File: src/rtl/v_upd_issue.sv
// v_upd_issue: in-order initiator for the v list-update bus.
// Buffers upstream update commands in a DEPTH-entry FIFO and issues them onto
// v's i_upd_* inputs at most one per cycle, honouring v's busy backpressure and
// a same-prod_id hazard window that matches the v update-pipeline depth.
module v_upd_issue #(
    parameter int unsigned DEPTH    = 8,
    parameter int unsigned HAZARD_N = 3,
    parameter int unsigned ID_W     = 8,
    parameter int unsigned CMD_W    = 4,
    parameter int unsigned KEY_W    = 32,
    parameter int unsigned SIZE_W   = 16
) (
    input  logic              clk,
    input  logic              arst,

    // Upstream command interface
    input  logic              i_req_vld,
    input  logic [ID_W-1:0]   i_req_prod_id,
    input  logic [CMD_W-1:0]  i_req_cmd,
    input  logic [KEY_W-1:0]  i_req_key,
    input  logic [SIZE_W-1:0] i_req_size,
    output logic              o_req_rdy,

    // Control
    input  logic              i_busy_r,
    input  logic              i_flush,

    // Update bus towards v
    output logic              o_upd_vld_r,
    output logic [ID_W-1:0]   o_upd_prod_id_r,
    output logic [CMD_W-1:0]  o_upd_cmd_r,
    output logic [KEY_W-1:0]  o_upd_key_r,
    output logic [SIZE_W-1:0] o_upd_size_r,

    // Status
    output logic [1:0]        o_state_r,
    output logic [31:0]       o_issue_cnt_r,
    output logic [31:0]       o_stall_cnt_r
);

    localparam int unsigned AW = $clog2(DEPTH);
    localparam int unsigned EW = ID_W + CMD_W + KEY_W + SIZE_W;
    localparam logic [AW:0] PtrOne = {{AW{1'b0}}, 1'b1};

    typedef enum logic [1:0] {
        StIdle  = 2'd0,
        StRun   = 2'd1,
        StStall = 2'd2,
        StFlush = 2'd3
    } state_e;

    // ------------------------------------------------------------------
    // State and next-state declarations
    // ------------------------------------------------------------------
    state_e              state_q, state_d;

    logic [EW-1:0]       mem_q [DEPTH];
    logic [EW-1:0]       mem_d [DEPTH];
    logic [AW:0]         wr_ptr_q, wr_ptr_d;
    logic [AW:0]         rd_ptr_q, rd_ptr_d;

    logic [HAZARD_N-1:0] haz_vld_q, haz_vld_d;
    logic [ID_W-1:0]     haz_id_q [HAZARD_N];
    logic [ID_W-1:0]     haz_id_d [HAZARD_N];

    logic                upd_vld_q, upd_vld_d;
    logic [ID_W-1:0]     upd_prod_id_q, upd_prod_id_d;
    logic [CMD_W-1:0]    upd_cmd_q, upd_cmd_d;
    logic [KEY_W-1:0]    upd_key_q, upd_key_d;
    logic [SIZE_W-1:0]   upd_size_q, upd_size_d;

    logic [31:0]         issue_cnt_q, issue_cnt_d;
    logic [31:0]         stall_cnt_q, stall_cnt_d;

    // ------------------------------------------------------------------
    // FIFO status and head decode
    // ------------------------------------------------------------------
    logic                empty;
    logic                full;
    logic                req_rdy;
    logic                push;
    logic                issue;
    logic                haz_hit;
    logic [EW-1:0]       head;
    logic [ID_W-1:0]     head_id;
    logic [CMD_W-1:0]    head_cmd;
    logic [KEY_W-1:0]    head_key;
    logic [SIZE_W-1:0]   head_size;
    logic [EW-1:0]       req_entry;

    assign empty = (wr_ptr_q == rd_ptr_q);
    assign full  = (wr_ptr_q[AW] != rd_ptr_q[AW]) &&
                   (wr_ptr_q[AW-1:0] == rd_ptr_q[AW-1:0]);

    assign head = mem_q[rd_ptr_q[AW-1:0]];
    assign {head_id, head_cmd, head_key, head_size} = head;
    assign req_entry = {i_req_prod_id, i_req_cmd, i_req_key, i_req_size};

    // Ready is held low while reset is asserted, not just after it is sampled.
    assign req_rdy   = !arst && !full && (state_q != StFlush) && !i_flush;
    assign o_req_rdy = req_rdy;
    assign push      = i_req_vld && req_rdy;

    // Compare the head id against every live hazard entry
    always_comb begin
        haz_hit = 1'b0;
        for (int i = 0; i < int'(HAZARD_N); i++) begin
            if (haz_vld_q[i] && (haz_id_q[i] == head_id)) begin
                haz_hit = 1'b1;
            end
        end
    end

    // Strictly in-order: only the head may issue, never a younger entry.
    assign issue = !empty && !i_busy_r && (state_q != StFlush) && !i_flush && !haz_hit;

    // FIFO storage and pointer update; flush discards all queued entries
    always_comb begin
        for (int i = 0; i < int'(DEPTH); i++) begin
            mem_d[i] = mem_q[i];
        end
        wr_ptr_d = wr_ptr_q;
        rd_ptr_d = rd_ptr_q;
        if (i_flush && (state_q != StFlush)) begin
            wr_ptr_d = '0;
            rd_ptr_d = '0;
        end else begin
            if (push) begin
                mem_d[wr_ptr_q[AW-1:0]] = req_entry;
                wr_ptr_d = wr_ptr_q + PtrOne;
            end
            if (issue) begin
                rd_ptr_d = rd_ptr_q + PtrOne;
            end
        end
    end

    // Hazard shift register: entry 0 records this cycle's issue
    always_comb begin
        haz_vld_d[0] = issue;
        haz_id_d[0]  = head_id;
        for (int i = 1; i < int'(HAZARD_N); i++) begin
            haz_vld_d[i] = haz_vld_q[i-1];
            haz_id_d[i]  = haz_id_q[i-1];
        end
    end

    // FSM next state
    always_comb begin
        state_d = state_q;
        if (state_q == StFlush) begin
            if (!(|haz_vld_q) && !i_busy_r) begin
                state_d = StIdle;
            end
        end else if (i_flush) begin
            state_d = StFlush;
        end else if (wr_ptr_d == rd_ptr_d) begin
            state_d = StIdle;
        end else if (issue || (state_q == StIdle)) begin
            // First enqueue into an empty FIFO enters RUN directly.
            state_d = StRun;
        end else begin
            state_d = StStall;
        end
    end

    // Update-bus output registers; data holds between issues
    always_comb begin
        upd_vld_d     = issue;
        upd_prod_id_d = upd_prod_id_q;
        upd_cmd_d     = upd_cmd_q;
        upd_key_d     = upd_key_q;
        upd_size_d    = upd_size_q;
        if (issue) begin
            upd_prod_id_d = head_id;
            upd_cmd_d     = head_cmd;
            upd_key_d     = head_key;
            upd_size_d    = head_size;
        end
    end

    // Issue counter wraps; stall counter saturates
    always_comb begin
        issue_cnt_d = issue ? (issue_cnt_q + 32'd1) : issue_cnt_q;
        stall_cnt_d = stall_cnt_q;
        if ((state_q == StStall) && (stall_cnt_q != 32'hFFFF_FFFF)) begin
            stall_cnt_d = stall_cnt_q + 32'd1;
        end
    end

    // FIFO storage and pointers
    always_ff @(posedge clk or posedge arst) begin
        if (arst) begin
            for (int i = 0; i < int'(DEPTH); i++) begin
                mem_q[i] <= '0;
            end
            wr_ptr_q <= '0;
            rd_ptr_q <= '0;
        end else begin
            for (int i = 0; i < int'(DEPTH); i++) begin
                mem_q[i] <= mem_d[i];
            end
            wr_ptr_q <= wr_ptr_d;
            rd_ptr_q <= rd_ptr_d;
        end
    end

    // Hazard window
    always_ff @(posedge clk or posedge arst) begin
        if (arst) begin
            haz_vld_q <= '0;
            for (int i = 0; i < int'(HAZARD_N); i++) begin
                haz_id_q[i] <= '0;
            end
        end else begin
            haz_vld_q <= haz_vld_d;
            for (int i = 0; i < int'(HAZARD_N); i++) begin
                haz_id_q[i] <= haz_id_d[i];
            end
        end
    end

    // FSM state, update outputs and counters
    always_ff @(posedge clk or posedge arst) begin
        if (arst) begin
            state_q       <= StIdle;
            upd_vld_q     <= 1'b0;
            upd_prod_id_q <= '0;
            upd_cmd_q     <= '0;
            upd_key_q     <= '0;
            upd_size_q    <= '0;
            issue_cnt_q   <= '0;
            stall_cnt_q   <= '0;
        end else begin
            state_q       <= state_d;
            upd_vld_q     <= upd_vld_d;
            upd_prod_id_q <= upd_prod_id_d;
            upd_cmd_q     <= upd_cmd_d;
            upd_key_q     <= upd_key_d;
            upd_size_q    <= upd_size_d;
            issue_cnt_q   <= issue_cnt_d;
            stall_cnt_q   <= stall_cnt_d;
        end
    end

    assign o_upd_vld_r     = upd_vld_q;
    assign o_upd_prod_id_r = upd_prod_id_q;
    assign o_upd_cmd_r     = upd_cmd_q;
    assign o_upd_key_r     = upd_key_q;
    assign o_upd_size_r    = upd_size_q;
    assign o_state_r       = state_q;
    assign o_issue_cnt_r   = issue_cnt_q;
    assign o_stall_cnt_r   = stall_cnt_q;

endmodule

File: config.mk
export PLATFORM = sky130hd
export DESIGN_NAME = v_upd_issue
export DESIGN_NICKNAME = d
export VERILOG_FILES = /design/src/rtl/v_upd_issue.sv
export SDC_FILE = /design/constraint.sdc
export NUM_CORES = 1
export LEC_CHECK = 0
export CORE_MARGIN = 4
export CORE_UTILIZATION = 30
export CTS_BUF_LIST = sky130_fd_sc_hd__clkbuf_16
export DETAILED_ROUTE_END_ITERATION = 16
export GPL_ROUTABILITY_DRIVEN = 0
export GPL_TIMING_DRIVEN = 1
export HOLD_SLACK_MARGIN = 0.02
export PLACE_DENSITY = 0.52
export SLEW_MARGIN = 20
export SYNTH_ARGS = -nofsm -noshare
export SYNTH_HDL_FRONTEND = slang
export SYNTH_SLANG_ARGS = --single-unit
File: constraint.sdc
create_clock -name clk -period 48.3 [get_ports clk]
set_input_delay 12.075 -clock clk [delete_from_list [all_inputs] [get_ports clk]]
set_output_delay 12.075 -clock clk [all_outputs]
set_load 0.05 [all_outputs]
# After elaboration in Yosys (flattened, before gate mapping)
# Index checks and enable logic that the tools add are counted.
# word_totals
inputBits	65
output_inout_bits	128
elab_cells	89
regBits	642
# classes
bitwise_logic	3
muxes	18
reduce_logical	27
addsub	4
n_eq_ne	12
magnitude_cmp	3
# ops
cell	count
$bwmux 480	1
$bmux 60 s3	1
$demux 60 s3	1
$mux 60	3
$add 32x1->32 const B	2
$ne 32x32->1 const B	1
$eq 8x8->1	3
$logic_and 1x1->1	16
$mux 4	4
$mux 2	5
$add 4x1->4 const B	2
$eq 4x4->1	2
$ge 4x4->1 const B	2
$not 3->4	2
$logic_not 1->1	7
$eq 2x2->1 const B	2
$lt 4x1->1 const B	1
$eq 3x3->1	1
$mux 1	3
$reduce_or 3->1	1
$logic_not 2->1	1
$ne 2x1->1 const B	1
$ne 2x2->1 const B	1
$reduce_and 2->1	1
other kinds (3)	3

# Longest topological paths before layout
# logic_depth
word_depth	17
mapped_depth	15

# Worst setup path after synthesis
# OpenSTA, ideal clock, no wires.
# synth_timing
path_type	input port to output port
start	in arst
end	out o_req_rdy
path_slack_ns	9.477
arrival_ns	26.748
cell_stages	2
n_path_buf	0
path_cell_list	inv_1 -> and2_1
# synth_via
elab_chain_cells	4
# synth_lines
item	line	source
start, declared	14	input logic arst,
$logic_not 1->1 (no line)	-	
$logic_and 1x1->1 (3 in a row)	100	assign req_rdy = !arst && !full && (state_q != StFlush) && !i_flush;
end, declared	22	output logic o_req_rdy,
# No other way between the ends.

# Worst setup path after layout
# Same ends and word-level chain as after synthesis.

==> impl_metrics.tcl <==
set metrics [dict create \
    synth-main-ff-cell "dfrtp_1" \
    critPathCapture "o_req_rdy" \
    synth_fp_nets 1931 \
    fin_crit_sh 0.542 \
    path_delay_family "buffers and inverters" \
    syn2layout_area_growth_pct 20.0 \
    cp_max_fo 73 \
    drt.antenna.violating_nets 0 \
    hold_buffers 0 \
    startpoint "arst" \
    seq_power_share 0.412 \
    cts.sinks 641 \
    num-nets-final 2114 \
    finalWirelength_um 69300 \
    p_int_w 0.00116 \
    hpwlAfterDp_um 40500 \
    holdWs_ns 0.382 \
    io_buffers 192 \
    end_kind "output port" \
    layout-drive-gt1-share 0.357 \
    hold_path_class "reg -> reg" \
    grt_max_degree 177 \
    syn_area_um2 28000 \
    numCtsBuffers 77 \
    die_area_um2 98200 \
    tns_ns 0 \
    via_per_inst 4.84 \
    antenna_found_initial 11 \
    worst-path-buf-inv 3 \
    synth_edf_count 0 \
    final_common_cell "dfrtp_1" \
    cp_data_arrival_time_ns 14.10 \
    wl_per_cell_um 20.7 \
    crit_cells 4 \
    drtIter0Drc 953 \
    crit_type "in -> out" \
    cts_root_buf "clkbuf_16" \
    swShare 0.318 \
    grt_pass1_wl_um 109000 \
    syn_avg_cell_area_um2 15.0 \
    cts_buffer_depth 3 \
    async_flop_share 1.00 \
    cts_tree "yes" \
    most-common-layout-cells "638 x dfrtp_1, 493 x mux2_2, 192 x clkdlybuf4s50_1" \
    die_h_um 313 \
    power_frac_clock 0.324 \
    vdd.ir_drop.worst_mv 0.0296 \
    grt_pass1_vias 17500 \
    max_freq_mhz 38.2 \
    track_usage 0.142 \
    combPwrFrac 0.264 \
    rr_endpoint "o_issue_cnt_r[20]" \
    finalMaxSlewViolations 0 \
    power_density_nw_per_um2 50.6 \
    maxSlewHeadroom 0.272 \
    synth_sequential_area_ratio 0.573 \
    die_w_um 313 \
    p_sw_w 0.000541 \
    cpPeakStageDelay_ns 0.84 \
    dr.pass1.iters 4 \
    skew_ns 0.0239 \
    io_pins 193 \
    period_needed_ns 26.18 \
    num-fill-cells 8734 \
    r2r_cells 12 \
    synthCells 1862 \
    drv_cap 0 \
    required_ns 36.23 \
    rsz0062_at_grt "false" \
    rrSetupSlack_ns 42.43 \
    postCtsResizedCells 0 \
    cts.htree.levels 3 \
    hold_viol_final 0 \
    cts_setup_buffers 0 \
    r2r-start "rd_ptr_q[2]" \
    yosys_warnings 0 \
    status "finished, final reports clean" \
    start_kind "primary input" \
    row_count 111 \
    leakagePower_nw 15.0 \
    crit_chain "clkdlybuf4s50_1 > inv_8 > and2_1 > clkdlybuf4s50_1" \
    path_clk_slew_ns 0.05 \
    cpMostUsedCell "clkdlybuf4s50_1" \
    p_total_w 0.00170 \
    synth_cell_type_count 51 \
    ys_ff_latch 641 \
    start_util 0.304 \
    slowest_stage "clkdlybuf4s50_1" \
    tightest_slew_ns 1.09 \
    num_vias 16200 \
    route.detailed.drc 0 \
    worstSkewPairLatency_ns 0.61 \
    grt-ovfl-total 0 \
    setup_viol 0 \
    core_um2 92100 \
]
==> worst register-to-register path, delay by kind of cell (launching register included) <==
family | cells | cell delay, ns
buf+inv | 2 | 1.75
flops | 1 | 0.94
xor+xnor | 2 | 0.38
compound gates | 1 | 0.47
simple gates | 6 | 1.80
mux | 1 | 0.47
==> state kept, by name, indices dropped and copies added (netlist names) <==
name	cells
mem_q	480
o_issue_cnt_r	32
o_stall_cnt_r	32
o_upd_key_r	32
haz_id_d	16
o_upd_size_r	16
haz_id_q	8
o_upd_prod_id_r	8
o_upd_cmd_r	4
rd_ptr_q	4
wr_ptr_q	4
haz_vld_q	3
o_state_r	2
==> power groups by stage <==
| stage | clock network, W | registers, W | logic, W |
|---|---|---|---|
| final | 0.000550 | 0.000700 | 0.000449 |
| after floorplan | 0 | 0.000796 | 0.000220 |
| after CTS | 0.000571 | 0.000702 | 0.000457 |
| after global placement | 0 | 0.000704 | 0.000449 |
| after detailed placement | 0 | 0.000711 | 0.000456 |
| after global routing | 0.000592 | 0.000714 | 0.000484 |
==> cells in the mapped netlist, types with 6 or more instances <==
master,instances,area (µm²)
mux2_2,493,5550
o21ai_0,13,65.1
xnor2_1,53,464
or3_1,9,56.3
nand4_1,14,87.6
buf_6,6,67.6
mux4_2,110,2480
dfrtp_1,641,16000
xor2_1,37,324
buf_2,35,175
buf_1,31,116
nor2_1,89,334
inv_1,16,60.1
clkbuf_1,36,135
nand3_1,22,110
a21oi_1,59,295
mux2i_1,67,671
a22o_1,6,52.6
and3_1,19,119
nand2_1,36,135
nor3_1,6,30.0
==> how the worst min path moves through the flow <==
stage | endpoint | from | slack, ns | cells after the start
6_report | haz_id_d[5] | haz_id_d[13] | 0.38 | 0
5_1_grt | haz_id_d[4] | haz_id_d[12] | 0.40 | 0
4_1_cts | haz_id_d[3] | haz_id_d[11] | 0.38 | 0
3_5_place_dp | haz_id_d[5] | haz_id_d[13] | 0.36 | 0
3_3_place_gp | haz_id_d[5] | haz_id_d[13] | 0.37 | 0
2_1_floorplan | haz_id_d[5] | haz_id_d[13] | 0.35 | 0
==> layer usage <==
metal | vias up | part of all wire | track usage
li1 | 7166 | - | -
met1 | 8623 | 0.46 | 0.193
met2 | 276 | 0.47 | 0.230
met3 | 110 | 0.056 | 0.0324
met4 | 8 | 0.019 | 0.0386
met5 | - | 0.00071 | 0
==> logic make-up after synthesis <==
kind of cell,synth area share
XOR/XNOR,0.0282
adder cells (fa/ha/maj),0.00215
AND/OR/NAND/NOR,0.0441
buffers and inverters,0.0203
flip-flops,0.573
multiplexers,0.313
AO/OA/AOI/OAI,0.0185
==> layout make-up <==
class                           count  area [µm²]  area share
Antenna cell                        5        12.5    0.000373
Clock buffer                       80        2000      0.0596
Clock inverter                     52         379      0.0113
Inverter                           16        67.6     0.00201
Multi-Input combinational cell   1095       11400       0.339
Sequential cell                   641       16100       0.478
Tap cell                         1243        1560      0.0463
Timing Repair Buffer              214        2120      0.0631
==> through the flow <==
| step | worst slack, ns | util | cell area [µm²] | instances |
|---|---|---|---|---|
| after global routing | 21.96 | 0.365 | 33600 | 3342 |
| final | 22.12 | 0.365 | 33600 | 3346 |
| after floorplan | 9.48 | - | 28000 | 1862 |
| after global placement | 22.09 | 0.339 | 31200 | 3209 |
| after detailed placement | 22.05 | 0.339 | 31200 | 3209 |
| after CTS | 22.05 | 0.365 | 33600 | 3341 |
Power figures use the tool's default switching activity.
